**src/rtl/clk_div_selector_pkg.sv**
```systemverilog
// clk_div_selector_pkg: shared FSM states, source-select encodings and the source mux helper
package clk_div_selector_pkg;
  typedef enum logic [1:0] {IDLE, RUN, DRAIN, ARM} state_e;
  localparam logic [1:0] SEL_BY2 = 2'd0;
  localparam logic [1:0] SEL_BY4 = 2'd1;
  localparam logic [1:0] SEL_BY8 = 2'd2;
  localparam logic [1:0] SEL_OFF = 2'd3;
  function automatic logic src_pick(input logic [2:0] src, input logic [1:0] sel);
    return sel == SEL_BY2 ? src[0] : sel == SEL_BY4 ? src[1] : sel == SEL_BY8 ? src[2] : 1'b0;
  endfunction
endpackage

```
**src/rtl/clk_div_selector_if.sv**
```systemverilog
// clk_div_selector_if: divided-clock inputs, select request/ack and clock outputs of the selector
interface clk_div_selector_if #(parameter int CNT_W = 8);
  logic enable, clkby2, clkby4, clkby8, sel_req, sel_ack, clk_out, rise_tick, busy;
  logic [1:0] sel;
  logic [CNT_W-1:0] edge_count;
  modport master (
    output enable, clkby2, clkby4, clkby8, sel, sel_req,
    input sel_ack, clk_out, rise_tick, edge_count, busy
  );
  modport slave (
    input enable, clkby2, clkby4, clkby8, sel, sel_req,
    output sel_ack, clk_out, rise_tick, edge_count, busy
  );
endinterface

```
**src/rtl/clk_div_selector_edge_strobe.sv**
```systemverilog
// edge_strobe: registered rising-edge detector, strobe lands the cycle after d rises
module edge_strobe (
  input  logic clock,
  input  logic reset,
  input  logic d,
  output logic rise
);
  logic d_q;
  always_ff @(posedge clock or negedge reset)
    if (!reset) begin
      d_q <= 1'b0;
      rise <= 1'b0;
    end else begin
      d_q <= d;
      rise <= d & ~d_q;
    end
endmodule

```
**src/rtl/clk_div_selector.sv**
```systemverilog
// clk_div_selector: glitch-free switch between divided clocks with request/ack handshake
module clk_div_selector
  import clk_div_selector_pkg::*;
#(parameter int CNT_W = 8) (
  input logic clock,
  input logic reset,
  clk_div_selector_if.slave bus
);
  state_e state;
  logic [1:0] cur_sel, next_sel;
  logic [2:0] src_q;
  logic clk_out, sel_ack, rise_tick, s, arm_done;
  logic [CNT_W-1:0] edge_count;
  assign s = src_pick(src_q, cur_sel);
  assign arm_done = state == ARM && bus.enable && !s;
  // DRAIN may only hold a high phase to its natural end, never start a new one
  always_ff @(posedge clock or negedge reset)
    if (!reset) begin
      state <= IDLE;
      cur_sel <= SEL_BY2;
      next_sel <= SEL_BY2;
      src_q <= '0;
      clk_out <= 1'b0;
      sel_ack <= 1'b0;
    end else begin
      src_q <= {bus.clkby8, bus.clkby4, bus.clkby2};
      sel_ack <= 1'b0;
      case (state)
        IDLE: begin
          clk_out <= 1'b0;
          if (bus.enable) begin
            cur_sel <= bus.sel;
            state <= ARM;
          end
        end
        RUN: begin
          clk_out <= s;
          if (!bus.enable) begin
            next_sel <= cur_sel;
            state <= DRAIN;
          end else if (bus.sel_req && bus.sel != cur_sel) begin
            next_sel <= bus.sel;
            state <= DRAIN;
          end else if (bus.sel_req && !sel_ack) sel_ack <= 1'b1;
        end
        DRAIN: begin
          clk_out <= clk_out & s;
          if (!s) begin
            cur_sel <= next_sel;
            state <= bus.enable ? ARM : IDLE;
          end
        end
        ARM: begin
          clk_out <= 1'b0;
          if (!bus.enable) begin
            next_sel <= cur_sel;
            state <= DRAIN;
          end else if (arm_done) begin
            state <= RUN;
            sel_ack <= 1'b1;
          end
        end
      endcase
    end
  always_ff @(posedge clock or negedge reset)
    if (!reset) edge_count <= '0;
    else edge_count <= arm_done ? '0 : edge_count + CNT_W'(rise_tick);
  edge_strobe u_strobe (.clock(clock), .reset(reset), .d(clk_out), .rise(rise_tick));
  assign bus.clk_out = clk_out;
  assign bus.sel_ack = sel_ack;
  assign bus.rise_tick = rise_tick;
  assign bus.edge_count = edge_count;
  assign bus.busy = state != RUN;
endmodule

```
**src/flat_wrapper.sv**
```systemverilog
// flat-port wrapper written by rule: the top's interface ports become plain ports
module clk_div_selector_flat import clk_div_selector_pkg::*;
#(parameter int CNT_W = 8)
  (clock, reset, bus_enable, bus_clkby2, bus_clkby4, bus_clkby8, bus_sel, bus_sel_req, bus_sel_ack, bus_clk_out, bus_rise_tick, bus_edge_count, bus_busy);
  clk_div_selector_if #(.CNT_W(CNT_W)) bus_i ();
  input logic clock;
  input logic reset;
  input wire logic [$bits(bus_i.enable)-1:0] bus_enable;
  input wire logic [$bits(bus_i.clkby2)-1:0] bus_clkby2;
  input wire logic [$bits(bus_i.clkby4)-1:0] bus_clkby4;
  input wire logic [$bits(bus_i.clkby8)-1:0] bus_clkby8;
  input wire logic [$bits(bus_i.sel)-1:0] bus_sel;
  input wire logic [$bits(bus_i.sel_req)-1:0] bus_sel_req;
  output wire logic [$bits(bus_i.sel_ack)-1:0] bus_sel_ack;
  output wire logic [$bits(bus_i.clk_out)-1:0] bus_clk_out;
  output wire logic [$bits(bus_i.rise_tick)-1:0] bus_rise_tick;
  output wire logic [$bits(bus_i.edge_count)-1:0] bus_edge_count;
  output wire logic [$bits(bus_i.busy)-1:0] bus_busy;
  assign bus_i.enable = bus_enable;
  assign bus_i.clkby2 = bus_clkby2;
  assign bus_i.clkby4 = bus_clkby4;
  assign bus_i.clkby8 = bus_clkby8;
  assign bus_i.sel = bus_sel;
  assign bus_i.sel_req = bus_sel_req;
  assign bus_sel_ack = bus_i.sel_ack;
  assign bus_clk_out = bus_i.clk_out;
  assign bus_rise_tick = bus_i.rise_tick;
  assign bus_edge_count = bus_i.edge_count;
  assign bus_busy = bus_i.busy;
  clk_div_selector #(.CNT_W(CNT_W)) u_core (.clock(clock), .reset(reset), .bus(bus_i));
endmodule
```
**config.mk**
```make
export PLATFORM = sky130hd
export DESIGN_NAME = clk_div_selector_flat
export DESIGN_NICKNAME = d
export VERILOG_FILES = /design/src/rtl/clk_div_selector_pkg.sv /design/src/rtl/clk_div_selector_if.sv /design/src/rtl/clk_div_selector_edge_strobe.sv /design/src/rtl/clk_div_selector.sv /design/src/flat_wrapper.sv
export SDC_FILE = /design/constraint.sdc
export NUM_CORES = 1
export LEC_CHECK = 0
export CORE_UTILIZATION = 45
export CTS_BUF_LIST = sky130_fd_sc_hd__clkbuf_4 sky130_fd_sc_hd__clkbuf_8 sky130_fd_sc_hd__clkbuf_16
export CTS_CLUSTER_SIZE = 12
export DETAILED_ROUTE_END_ITERATION = 8
export HOLD_SLACK_MARGIN = 0.06
export PLACE_DENSITY_LB_ADDON = 0.08
export SYNTH_ARGS = -nofsm -noshare
export SYNTH_HDL_FRONTEND = slang
export SYNTH_SLANG_ARGS = --single-unit
```
**constraint.sdc**
```tcl
create_clock -name clock -period 2.55 [get_ports clock]
set_input_delay 0.51 -clock clock [delete_from_list [all_inputs] [get_ports clock]]
set_output_delay 0.51 -clock clock [all_outputs]
set_load 0.02 [all_outputs]
```
# Word-level counts from Yosys, hierarchy flattened
# Cells that the tools add are included.
# word_totals
regBits,21
inputBits,9
output_inout_bits,12
word_cells,65
# classes
addsub,1
eq_ne,12
muxes,26
n_bitwise,3
reduce_logical,14
# ops
operator,n
2-bit two-way mux,12
8-bit by 1-bit adder with 8-bit output,1
1-bit two-way mux,8
8-bit two-way mux,1
2-bit one-hot mux with 2 select lines,2
2-bit one-hot mux with 4 select lines,1
"2-bit equality test, second input constant",3
"2-bit != test, second input constant",3
"3-bit by 2-bit != test with 1-bit output, second input constant",2
3-bit AND reduction,2
"2-bit by 1-bit equality test with 1-bit output, second input constant",2
1-bit logical AND,4
2-bit logical NOT,2
4-bit AND reduction,1
2-bit nonzero test,2
1-bit one-hot mux with 3 select lines,1
1-bit bitwise AND,2
1-bit logical NOT,2
"2-bit by 1-bit != test with 1-bit output, second input constant",1
2-bit != test,1
1-bit one-hot mux with 2 select lines,1
2-bit OR reduction,1
1-bit NOT,1

# Depth between registers and ports, before layout
# Gate-level depths: netlist of the first run.
# depth
word_depth,9
mapped_depth,6

# Modules after synthesis
# From an unflattened synthesis of the first run, not the netlist that was laid out.
# hier_totals
hier_cells,83
area_unflattened_um2,977.2
# by_module_without_submodules
mod,instances,cells_per_inst,area_each_um2
clk_div_selector,1,80,913.4
edge_strobe,1,3,63.8

# Worst setup path after synthesis of the first run
# OpenSTA, ideal clock, no wires.
# synth_path
path_type,flip-flop to flip-flop
start,register u_core.state[1]
end,register u_core.next_sel[0]
t_arrival_ps,1373
setup_slack_ps,1052
stages_incl_launch_ff,6
path_buffers,1
cell_sequence,dfrtp_1 buf_4 nand2b_1 nor2_1 a22oi_1 mux2_2
# synth_between
elab_chain_cells,3
elab_cells_between_ends,7
# synth_rtl
element,line_no,rtl
"start, declared",clk_div_selector.sv:9,state_e state;
"start signal, assigned",clk_div_selector.sv:50,state <= bus.enable ? ARM : IDLE;
2-bit by 1-bit equality test with 1-bit output or 2-bit equality test (tied branches),clk_div_selector.sv:28,case (state)
"3-bit by 2-bit != test with 1-bit output (no line), or another cell as far along",n/a,
3-bit AND reduction (no line),n/a,
"end signal, assigned",clk_div_selector.sv:39,next_sel <= cur_sel;
"end signal, assigned",clk_div_selector.sv:42,next_sel <= bus.sel;
"end signal, assigned",clk_div_selector.sv:56,next_sel <= cur_sel;
"end, declared",clk_div_selector.sv:10,"logic [1:0] cur_sel, next_sel;"
# Several ways; a longest one is shown, not always the timed one.
# A chain may end at the register's enable or synchronous reset.

# Worst setup path in the final report of the first run
# layout_path
start,register u_core.state[1]
end,output port bus_busy
# layout_between
elab_chain_cells,1
# layout_rtl
element,line_no,rtl
2-bit by 1-bit != test with 1-bit output,clk_div_selector.sv:73,assign bus.busy = state != RUN;
"end, declared",flat_wrapper.sv:18,output wire logic [$bits(bus_i.busy)-1:0] bus_busy;
# Every way passes these cells.

==> impl_metrics.sql, run 1 <==
INSERT INTO impl_metrics (metric_group, metric, value, unit) VALUES
('run_status', 'outcome', 'finished clean', ''),
('drt', 'vias', '706', ''),
('sta', 'max-slew-margin-rel', '66.9', '%'),
('power_and_ir_drop', 'p_total', '1170', 'uW'),
('global_route', 'grt_start_max_net_pins', '22', ''),
('sta', 'clock.fmax', '461', 'MHz'),
('cts', 'tritoncts', 'done', ''),
('drt', 'drt.antenna.violating_nets', '0', ''),
('placed_design', 'port_buffers', '20', ''),
('drt', 'via_per_inst', '5.31', ''),
('sta', 'fin_crit_sh', '85.0', '%'),
('synth', 'syn_area_per_cell', '11.6', 'um2'),
('synth', 'synth.yosys.seq_area_share', '55.3', '%'),
('layout', 'share_of_cells_above_drive_strength_1', '11.3', '%'),
('setup_path', 'start_kind', 'register', ''),
('setup_path', 'worstPathCellList', 'nand2b_1 -> clkdlybuf4s50_1', ''),
('floorplan', 'dieHeight', '48.0', 'um'),
('layout', 'area_growth_from_synthesis_to_layout', '27.8', '%'),
('cts', 'holdBufCountCts', '0', ''),
('global_route', 'grt_remaining_overflow', '0', ''),
('setup_path', 'worst_path_largest_cell_delay', '0.62', 'ns'),
('setup_path', 'rrSetupSlack', '0.99', 'ns'),
('job', 'cap_violations', '0', ''),
('cts', 'numCtsBuffers', '3', ''),
('drt', 'routed_wirelength', '1.68', 'mm'),
('power_and_ir_drop', 'share_comb_of_total_power', '39.6', '%'),
('cts', 'cts.sink_count', '21', ''),
('sta', 'hold_viol', '0', ''),
('floorplan', 'die-area', '2300', 'um2'),
('layout', 'final_cell_mix', '21 x sky130_fd_sc_hd__dfrtp_1, 20 x sky130_fd_sc_hd__clkdlybuf4s50_1, 8 x sky130_fd_sc_hd__nor2_1', ''),
('setup_path', 'critical-path-top-delay-family', 'buffers and inverters', ''),
('floorplan', 'starting_density_of_the_core', '48.0', '%'),
('global_route', 'first_global_vias', '612', ''),
('synth', 'synth_seq_cells', '21', ''),
('layout', 'multi_input_comb_area', '410', 'um2'),
('setup_path', 'critPathMaxFanout', '10', ''),
('global_route', 'antenna_violations_before_repair', '0', ''),
('drt', 'drt_iter0_drc', '5', ''),
('sta', 'period_needed', '2.17', 'ns'),
('synth', 'postSynth.asyncResetShare', '100', '%'),
('layout', 'final_common_cell', 'sky130_fd_sc_hd__dfrtp_1', ''),
('layout', 'insertedDiodeCount', '0', ''),
('drt', 'drt-wirelength-per-cell', '12.6', 'um'),
('power_and_ir_drop', 'total_leakage_power', '0.000545', 'uW'),
('cts', 'clk_latency', '0.30', 'ns'),
('power_and_ir_drop', 'p_seq_share', '46.1', '%'),
('global_route', 'grt_pass1_wl', '2.57', 'mm'),
('synth', 'dominantRegCellSynth', 'sky130_fd_sc_hd__dfrtp_1', ''),
('setup_path', 'critPathKind', 'register to primary output', ''),
('layout', 'final-seq-area', '526', 'um2'),
('sta', 'clock-skew-final', '0.00342', 'ns'),
('synth', 'synth-edff-count', '0', ''),
('floorplan', 'chipWidth', '48.0', 'um'),
('layout', 'final_core_utilization', '61.3', '%'),
('setup_path', 'crit_arrival', '1.66', 'ns'),
('sta', 'maxSlewViolCount', '0', ''),
('floorplan', 'core_area', '1980', 'um2'),
('placed_design', 'preCtsSetupSlack', '0.487', 'ns'),
('power_and_ir_drop', 'power.switching_fraction', '35.5', '%'),
('floorplan', 'io_pins', '21', ''),
('placed_design', 'gp_routability_congestion', '0.845', ''),
('setup_path', 'crit_path_required_time', '2.04', 'ns'),
('synth', 'synth_cells', '82', ''),
('cts', 'ctsHtreeMaxLevel', '1', ''),
('cts', 'ctsResizeCount', '0', ''),
('sta', 'final.setup.worst_slack', '0.381', 'ns'),
('sta', 'setup_violations', '0', ''),
('drt', 'drtPass1Iterations', '4', ''),
('cts', 'cts_max_path_buffers', '2', ''),
('global_route', 'gr-usage-all-layers', '16.9', '%'),
('power_and_ir_drop', 'power_internal', '754', 'uW');
-- kinds of logic (layout without fill, tap and decap cells) --
| kind of cell | after synthesis | in the layout | synth area share (%) |
|---|---|---|---|
| buf+inv | 3 | 27 | 1.58 |
| fa+ha+maj | 2 | 2 | 2.63 |
| simple gates | 30 | 30 | 16.4 |
| mux | 7 | 7 | 8.16 |
| xor+xnor | 8 | 8 | 7.37 |
| compound gates | 11 | 11 | 8.55 |
| flops | 21 | 21 | 55.3 |
-- final timing paths --
check,startpoint,end,cells after the start
setup / recovery,u_core.state[1],bus_busy,2
hold / removal,u_core.u_strobe.d_q,u_core.u_strobe.rise,1
setup reg to reg,u_core.state[1],u_core.next_sel[1],4
hold reg to reg,u_core.u_strobe.d_q,u_core.u_strobe.rise,1
max in group asynchronous,reset,u_core.u_strobe.d_q,2
min in group asynchronous,reset,u_core.bus.edge_count[3],2
-- sequential cells by signal, summed over array words and instances, names as in the netlist --
signal	count
u_core.u_strobe.rise	1
u_core.cur_sel	2
u_core.state	2
u_core.bus.clk_out	1
u_core.bus.sel_ack	1
u_core.bus.edge_count	8
u_core.next_sel	2
u_core.src_q	3
u_core.u_strobe.d_q	1
-- power by group through the flow --
stage               registers, uW  clock network, uW  logic, uW
floorplan                     561                  0        274
detailed placement            547                  0        464
CTS                           539                176        466
finish                        539                168        462
global route                  555                188        503
global placement              541                  0        459
-- metrics by stage --
step           instance area, um2  cells
3_5_place_dp                 1180    129
4_1_cts                      1210    133
5_1_grt                      1210    133
2_1_floorplan                 951     82
6_report                     1210    133
3_3_place_gp                 1180    129
-- per-layer routing --
metal  routed length (um)  GRT usage [%]
met2                  865           28.9
met4                   31           11.1
met5                    0              0
met1                  710           18.9
met3                   71           3.40
-- synthesized netlist by cell type, drive strengths merged (3+ instances only) --
cell type	n	area [um2]
dfrtp	21	526
xnor2	4	35.0
nor2b	4	25.0
nand2b	3	18.8
nand2	5	18.8
nand3	3	15.0
mux2	6	67.6
nor2	8	30.0
xor2	4	35.0
a21oi	3	15.0
-- layout make-up --
type	instances	share of cell area, %
Clock buffer	4	2.47
Sequential cell	21	43.3
Multi-Input combinational cell	58	33.8
Timing Repair Buffer	21	17.1
Inverter	2	0.618
Tap cell	27	2.78
(Power assumes the default switching activity.)
==> run 2, diff against run 1 <==
--- a/config.mk
+++ b/config.mk
@@ -5,10 +5,12 @@
 export SDC_FILE = /design/constraint.sdc
 export NUM_CORES = 1
 export LEC_CHECK = 0
+export CORE_MARGIN = 2
 export CORE_UTILIZATION = 45
 export CTS_BUF_LIST = sky130_fd_sc_hd__clkbuf_4 sky130_fd_sc_hd__clkbuf_8 sky130_fd_sc_hd__clkbuf_16
 export CTS_CLUSTER_SIZE = 12
 export DETAILED_ROUTE_END_ITERATION = 8
+export DONT_BUFFER_PORTS = 1
 export HOLD_SLACK_MARGIN = 0.06
 export PLACE_DENSITY_LB_ADDON = 0.08
 export SYNTH_ARGS = -nofsm -noshare
==> run 2 against run 1 <==
  * Count of clock-buffer cells in the layout shrank 1
  * Wire length decreased by 2.9%
  * Highest routed layer unchanged
  * Via count shrank 14%
  * Clock power down 4%
  * Non-clock buffer count down 20
  * Power shrank 9.8%
  * Critical endpoint is now u_core.next_sel[1]
  * Largest power group unchanged
  * Critical path type is now register to register
  * Die area rose by 8.5%
  * Design area is 16% lower
==> impl_metrics.sql, run 2 (synthesized netlist as in run 1, its figures left out) <==
INSERT INTO impl_metrics (metric_group, metric, value, unit) VALUES
('run_status', 'outcome', 'finished clean', ''),
('layout', 'area_growth_from_synthesis_to_layout', '6.97', '%'),
('cts', 'cts.repair_timing.setup_buffer_count', '0', ''),
('layout', 'share_of_cells_above_drive_strength_1', '12.8', '%'),
('drt', 'vias', '606', ''),
('setup_path', 'critPathKind', 'register to register', ''),
('cts', 'cts_max_path_buffers', '2', ''),
('cts', 'ctsHtreeMaxLevel', '1', ''),
('power_and_ir_drop', 'power_internal', '650', 'uW'),
('layout', 'max_flop_register', 'u_core.bus.edge_count', ''),
('global_route', 'gr-usage-all-layers', '16.2', '%'),
('global_route', 'antenna_violations_before_repair', '0', ''),
('cts', 'path_clk_slew', '0.12', 'ns'),
('cts', 'ctsResizeCount', '0', ''),
('floorplan', 'chipWidth', '50.0', 'um'),
('job', 'cap_violations', '0', ''),
('layout', 'design.final.nets', '98', ''),
('drt', 'routed_wirelength', '1.63', 'mm'),
('floorplan', 'dieHeight', '50.0', 'um'),
('sta', 'final_hold_slack', '0.214', 'ns'),
('sta', 'setup_violations', '0', ''),
('layout', 'largest_registers', 'u_core.bus.edge_count x8, u_core.src_q x3', ''),
('drt', 'drc', '0', ''),
('cts', 'tritoncts', 'done', ''),
('global_route', 'grt_remaining_overflow', '0', ''),
('sta', 'max-slew-margin-rel', '37.9', '%'),
('worst_hold_path', 'min_path_type', 'primary input to register', ''),
('cts', 'holdBufCountCts', '1', ''),
('placed_design', 'port_buffers', '0', ''),
('cts', 'cts.sink_count', '21', ''),
('drt', 'via_per_inst', '5.36', ''),
('global_route', 'gr-max-usage-layer', 'met2', ''),
('setup_path', 'crit_path_required_time', '2.75', 'ns'),
('setup_path', 'crit_arrival', '1.93', 'ns'),
('global_route', 'grt_start_max_net_pins', '22', ''),
('drt', 'drt-wirelength-per-cell', '14.4', 'um'),
('placed_design', 'gp_routability_congestion', '0.847', ''),
('placed_design', 'place_hpwl', '1.20', 'mm'),
('power_and_ir_drop', 'share_comb_of_total_power', '28.0', '%'),
('layout', 'final_cell_mix', '21 x sky130_fd_sc_hd__dfrtp_1, 8 x sky130_fd_sc_hd__nor2_1, 6 x sky130_fd_sc_hd__mux2_2', ''),
('floorplan', 'core_area', '1980', 'um2'),
('power_and_ir_drop', 'total_leakage_power', '0.000466', 'uW'),
('global_route', 'groute.layer.met1.usage', '16.6', '%'),
('power_and_ir_drop', 'clockPowerShare', '15.4', '%'),
('floorplan', 'total_number_of_placement_rows', '16', ''),
('sta', 'fin_setup_tns', '0', 'ns'),
('floorplan', 'io_pins', '21', ''),
('global_route', 'first_global_vias', '690', ''),
('floorplan', 'starting_density_of_the_core', '48.0', '%'),
('layout', 'final_common_cell', 'sky130_fd_sc_hd__dfrtp_1', ''),
('sta', 'fin_crit_sh', '67.5', '%'),
('global_route', 'grt_pass1_wl', '3.01', 'mm'),
('global_route', 'grtUsageMet2', '29.6', '%'),
('power_and_ir_drop', 'power.net_switching', '404', 'uW'),
('power_and_ir_drop', 'power.switching_fraction', '38.4', '%'),
('cts', 'clk_latency', '0.31', 'ns'),
('drt', 'drt.antenna.violating_nets', '0', ''),
('power_and_ir_drop', 'p_total', '1050', 'uW'),
('setup_path', 'worstPathCellList', 'nand2b_1 -> nor2_1 -> a22oi_1 -> mux2_2', ''),
('sta', 'max_slew.worst_pin.slew', '0.928', 'ns'),
('setup_path', 'start_kind', 'register', ''),
('placed_design', 'preCtsSetupSlack', '0.845', 'ns'),
('cts', 'numCtsBuffers', '3', ''),
('setup_path', 'worst_path_largest_cell_delay', '0.52', 'ns'),
('setup_path', 'critPathCaptureType', 'register', ''),
('layout', 'fillerInstances', '180', ''),
('sta', 'clock-skew-final', '0.00538', 'ns'),
('sta', 'hold_viol', '0', ''),
('sta', 'maxSlewViolCount', '0', ''),
('power_and_ir_drop', 'power_density', '1040', 'nW/um2'),
('power_and_ir_drop', 'worst_ir_drop_vdd', '0.000557', 'V'),
('layout', 'insertedDiodeCount', '0', ''),
('setup_path', 'critical-path-slowest-cell', 'sky130_fd_sc_hd__dfrtp_1', ''),
('layout', 'largest_reg_flops', '8', ''),
('setup_path', 'worstPathBufferInverterCount', '0', ''),
('sta', 'rsz0062_at_grt', 'false', ''),
('setup_path', 'critical-path-top-delay-family', 'flip-flops', ''),
('cts', 'clockRootBuffer', 'sky130_fd_sc_hd__clkbuf_4', ''),
('drt', 'drt_iter0_drc', '6', ''),
('power_and_ir_drop', 'p_seq_share', '56.6', '%'),
('drt', 'drtPass1Iterations', '4', ''),
('setup_path', 'critPathMaxFanout', '10', ''),
('sta', 'period_needed', '1.72', 'ns'),
('sta', 'clock.fmax', '581', 'MHz'),
('global_route', 'gr_util_met3', '5.76', '%'),
('floorplan', 'die-area', '2500', 'um2'),
('sta', 'final.setup.worst_slack', '0.828', 'ns');
## run 2: layer usage
metal,vias to the layer above,wire (um)
met5,-,0
met1,294,648
met4,0,14
li1,290,-
met3,2,121
met2,20,845
## run 2: worst register-to-register path: stages, from the launching register on
cell and delay [ns]:
sky130_fd_sc_hd__dfrtp_1 0.52, sky130_fd_sc_hd__nand2b_1 0.32, sky130_fd_sc_hd__nor2_1 0.11, sky130_fd_sc_hd__a22oi_1 0.30, sky130_fd_sc_hd__mux2_2 0.37
## run 2: power groups by stage
stage          Sequential [uW]  Clock, uW  Combinational, uW
3_3_place_gp               604          0                286
4_1_cts                    597        176                300
6_report                   596        162                296
5_1_grt                    617        187                344
3_5_place_dp               603          0                291
2_1_floorplan              561          0                274
## run 2: final timing paths
kind	start	end	slack, ns	cells after the start
max	u_core.state[1]	u_core.next_sel[1]	0.83	4
min reg2reg	u_core.u_strobe.d_q	u_core.u_strobe.rise	0.41	1
min	bus_clkby4	u_core.src_q[1]	0.21	0
max reg2reg	u_core.state[1]	u_core.next_sel[1]	0.83	4
min in group asynchronous	reset	u_core.bus.edge_count[2]	0.77	1
max in group asynchronous	reset	u_core.cur_sel[1]	1.21	1
## run 2: area by class of cell
type                    instances  area (um2)  share of cell area [%]
repair buffers                  1        10.0                   0.984
clock buffers                   3        22.5                    2.21
clock inverters                 1        7.51                   0.738
well taps                      27        33.8                    3.32
flip-flops and latches         21         526                    51.7
inverters                       2        7.51                   0.738
multi-input cells              58         410                    40.3
## run 2: stage by stage
stage	cells	area [um2]	util, %
2_1_floorplan	82	951	-
3_3_place_gp	108	977	49.3
3_5_place_dp	108	977	49.3
4_1_cts	113	1020	51.3
5_1_grt	113	1020	51.3
6_report	113	1020	51.3
==> run 3, diff against run 2 <==
==> constraint.sdc (replaced) <==
create_clock -name clock -period 1.6 [get_ports clock]
set_input_delay 0.32 -clock clock [delete_from_list [all_inputs] [get_ports clock]]
set_output_delay 0.32 -clock clock [all_outputs]
set_load 0.02 [all_outputs]
==> run 3 against run 2 <==
  * Non-clock buffer count is 11 higher
  * Worst setup slack worse by 0.73 ns
  * Worst hold slack got worse by 0.075 ns
  * Die area stayed put
  * Count of clock-buffer cells in the layout is the same
  * Flip-flop and latch count is the same
  * Critical path type unchanged
  * Critical endpoint is now u_core.cur_sel[1]
  * Highest routed layer unchanged
==> impl_metrics.sql, run 3 (synthesized netlist as in run 1, its figures left out) <==
INSERT INTO impl_metrics (metric_group, metric, value, unit) VALUES
('sta', 'max-slew-margin-rel', '38.5', '%'),
('placed_design', 'place_hpwl', '1.26', 'mm'),
('cts', 'path_clk_slew', '0.12', 'ns'),
('placed_design', 'numPlacedInstances', '115', ''),
('layout', 'multi_input_comb_area', '419', 'um2'),
('power_and_ir_drop', 'power_internal', '1130', 'uW'),
('setup_path', 'critPathKind', 'register to register', ''),
('setup_path', 'reg_to_reg_critical_path_endpoint', 'u_core.cur_sel[1]', ''),
('floorplan', 'io_pins', '21', ''),
('setup_path', 'worst_path_largest_cell_delay', '0.44', 'ns'),
('setup_path', 'critical-path-top-delay-family', 'multiplexers', ''),
('setup_path', 'start_kind', 'register', ''),
('layout', 'design_area', '1110', 'um2'),
('sta', 'clock-skew-final', '0.0116', 'ns'),
('power_and_ir_drop', 'worst_ir_drop_vdd', '0.000892', 'V'),
('setup_path', 'worstPathCellList', 'mux2i_2 -> o211ai_2 -> a21oi_1 -> mux2_2', ''),
('setup_path', 'critPathMaxFanout', '5', ''),
('worst_hold_path', 'hold_start', 'bus_enable', ''),
('sta', 'hold_viol', '0', ''),
('layout', 'final_common_cell', 'sky130_fd_sc_hd__dfrtp_1', ''),
('power_and_ir_drop', 'power.net_switching', '662', 'uW'),
('layout', 'final_cell_mix', '21 x sky130_fd_sc_hd__dfrtp_1, 8 x sky130_fd_sc_hd__nor2_1, 8 x sky130_fd_sc_hd__buf_4', ''),
('placed_design', 'gp_routability_congestion', '0.842', ''),
('cts', 'cts.sink_count', '21', ''),
('global_route', 'grt_start_max_net_pins', '22', ''),
('layout', 'final-seq-area', '526', 'um2'),
('sta', 'clock.fmax', '668', 'MHz'),
('power_and_ir_drop', 'clockPowerShare', '14.0', '%'),
('global_route', 'grt_remaining_overflow', '0', ''),
('floorplan', 'core_area', '1980', 'um2'),
('drt', 'drt_iter0_drc', '7', ''),
('setup_path', 'rrSetupSlack', '0.10', 'ns'),
('layout', 'insertedDiodeCount', '0', ''),
('layout', 'instances_no_fill', '124', ''),
('global_route', 'grt_pass1_wl', '3.13', 'mm'),
('cts', 'clockRootBuffer', 'sky130_fd_sc_hd__clkbuf_4', ''),
('layout', 'design.final.nets', '109', ''),
('floorplan', 'total_number_of_placement_rows', '16', ''),
('drt', 'vias', '638', ''),
('power_and_ir_drop', 'share_comb_of_total_power', '36.5', '%'),
('cts', 'tritoncts', 'done', ''),
('sta', 'setup_violations', '0', ''),
('sta', 'maxSlewViolCount', '0', ''),
('layout', 'fillerInstances', '164', ''),
('placed_design', 'port_buffers', '0', ''),
('setup_path', 'critPathCaptureType', 'register', ''),
('cts', 'cts_max_path_buffers', '2', ''),
('floorplan', 'chipWidth', '50.0', 'um'),
('global_route', 'antenna_violations_before_repair', '0', ''),
('cts', 'numCtsBuffers', '3', ''),
('power_and_ir_drop', 'p_seq_share', '49.6', '%'),
('job', 'cap_violations', '0', ''),
('floorplan', 'die-area', '2500', 'um2'),
('global_route', 'gr-usage-all-layers', '16.6', '%'),
('worst_hold_path', 'holdPathStages', '2', ''),
('run_status', 'outcome', 'finished clean', ''),
('power_and_ir_drop', 'total_leakage_power', '0.000521', 'uW'),
('layout', 'area_growth_from_synthesis_to_layout', '17.1', '%'),
('setup_path', 'worstPathBufferInverterCount', '0', ''),
('placed_design', 'post_dp_cell_area', '1030', 'um2'),
('setup_path', 'rr_startpoint', 'u_core.cur_sel[1]', ''),
('setup_path', 'crit_arrival', '1.69', 'ns'),
('layout', 'largest_registers', 'u_core.bus.edge_count x8, u_core.src_q x3', ''),
('worst_hold_path', 'min_path_type', 'primary input to register', ''),
('setup_path', 'r2r.worst_path.cells', '4', ''),
('power_and_ir_drop', 'p_total', '1790', 'uW'),
('cts', 'ctsHtreeMaxLevel', '1', ''),
('layout', 'share_of_cells_above_drive_strength_1', '21.6', '%'),
('layout', 'largest_reg_flops', '8', ''),
('power_and_ir_drop', 'power_density', '1610', 'nW/um2'),
('power_and_ir_drop', 'power.switching_fraction', '36.9', '%'),
('sta', 'final_hold_slack', '0.139', 'ns'),
('sta', 'max_slew.worst_pin.slew', '0.920', 'ns'),
('drt', 'drt-wirelength-per-cell', '13.7', 'um'),
('worst_hold_path', 'timing.hold.worst_endpoint', 'u_core.bus.sel_ack', ''),
('drt', 'routed_wirelength', '1.70', 'mm'),
('cts', 'clk_latency', '0.30', 'ns'),
('global_route', 'first_global_vias', '749', ''),
('drt', 'drt.antenna.violating_nets', '0', ''),
('drt', 'via_per_inst', '5.15', ''),
('drt', 'drc', '0', ''),
('setup_path', 'critical-path-slowest-cell', 'sky130_fd_sc_hd__dfrtp_1', ''),
('sta', 'fin_crit_sh', '93.6', '%'),
('drt', 'drtPass1Iterations', '4', ''),
('floorplan', 'starting_density_of_the_core', '48.0', '%'),
('setup_path', 'crit_path_required_time', '1.79', 'ns'),
('layout', 'max_flop_register', 'u_core.bus.edge_count', ''),
('floorplan', 'dieHeight', '50.0', 'um'),
('sta', 'period_needed', '1.50', 'ns');
[run 3: changes by cell type in the layout (fill, tap and decap cells not counted), sizes merged]
cell | previous run | this run
clkinv | 0 | 1
dlygate4sd3 | 1 | 4
clkinvlp | 1 | 0
buf | 0 | 8
[run 3: what timing repair did]
item | 4_1_cts | 5_1_grt
hold buffers | 4 | 0
setup buffers | 0 | 1
endpoints found under the hold margin | 24 | 0
setup endpoints to repair | 0 | 2
resized for setup | 0 | 2
[run 3: layout make-up]
cell class              count  area share, %
flip-flops and latches     21           47.2
well taps                  27           3.03
clock buffers               3           2.02
inverters                   2          0.674
multi-input cells          58           37.6
clock inverters             1          0.449
repair buffers             12           8.99
[run 3: how the worst max path moves through the flow]
stage / from / depth (start not counted) / slack, ns / endpoint
floorplan: u_core.state[1] / 5 / 0.10 / u_core.next_sel[0]
global placement: u_core.cur_sel[1] / 4 / 0.08 / u_core.cur_sel[0]
detailed placement: u_core.cur_sel[1] / 4 / 0.1 / u_core.cur_sel[0]
CTS: u_core.cur_sel[1] / 4 / 0.06 / u_core.cur_sel[1]
global route: u_core.cur_sel[1] / 4 / -0.01 / u_core.cur_sel[1]
finish: u_core.cur_sel[1] / 4 / 0.10 / u_core.cur_sel[1]
[run 3: worst register-to-register path, stage by stage, from the launching register on]
cell                       delay [ns]
sky130_fd_sc_hd__dfrtp_1         0.44
sky130_fd_sc_hd__mux2i_2         0.31
sky130_fd_sc_hd__o211ai_2        0.13
sky130_fd_sc_hd__a21oi_1         0.18
sky130_fd_sc_hd__mux2_2          0.35
[run 3: routing by layer]
metal  vias to the layer above  global-route usage [%]  routed length, um
li1                        311                       -                  -
met1                       309                    19.2                666
met2                        16                    29.1                931
met3                         2                    4.85                 92
met4                         0                    5.56                 13
met5                         -                       0                  0
[run 3: through the flow]
stage	utilization (%)	setup slack, ns	TNS, ns
after floorplan	-	0.102	0
after global placement	52.0	0.0762	0
after detailed placement	52.0	0.0979	0
after CTS	55.4	0.0645	0
after global routing	56.2	-0.0108	-0.0108
final	56.2	0.102	0
[run 3: power groups by stage]
stage	Sequential (uW)	Combinational (uW)	Clock [uW]
after floorplan	894	437	0
after global placement	894	616	0
after detailed placement	902	617	0
after CTS	889	640	269
after global routing	915	738	283
final	889	655	250
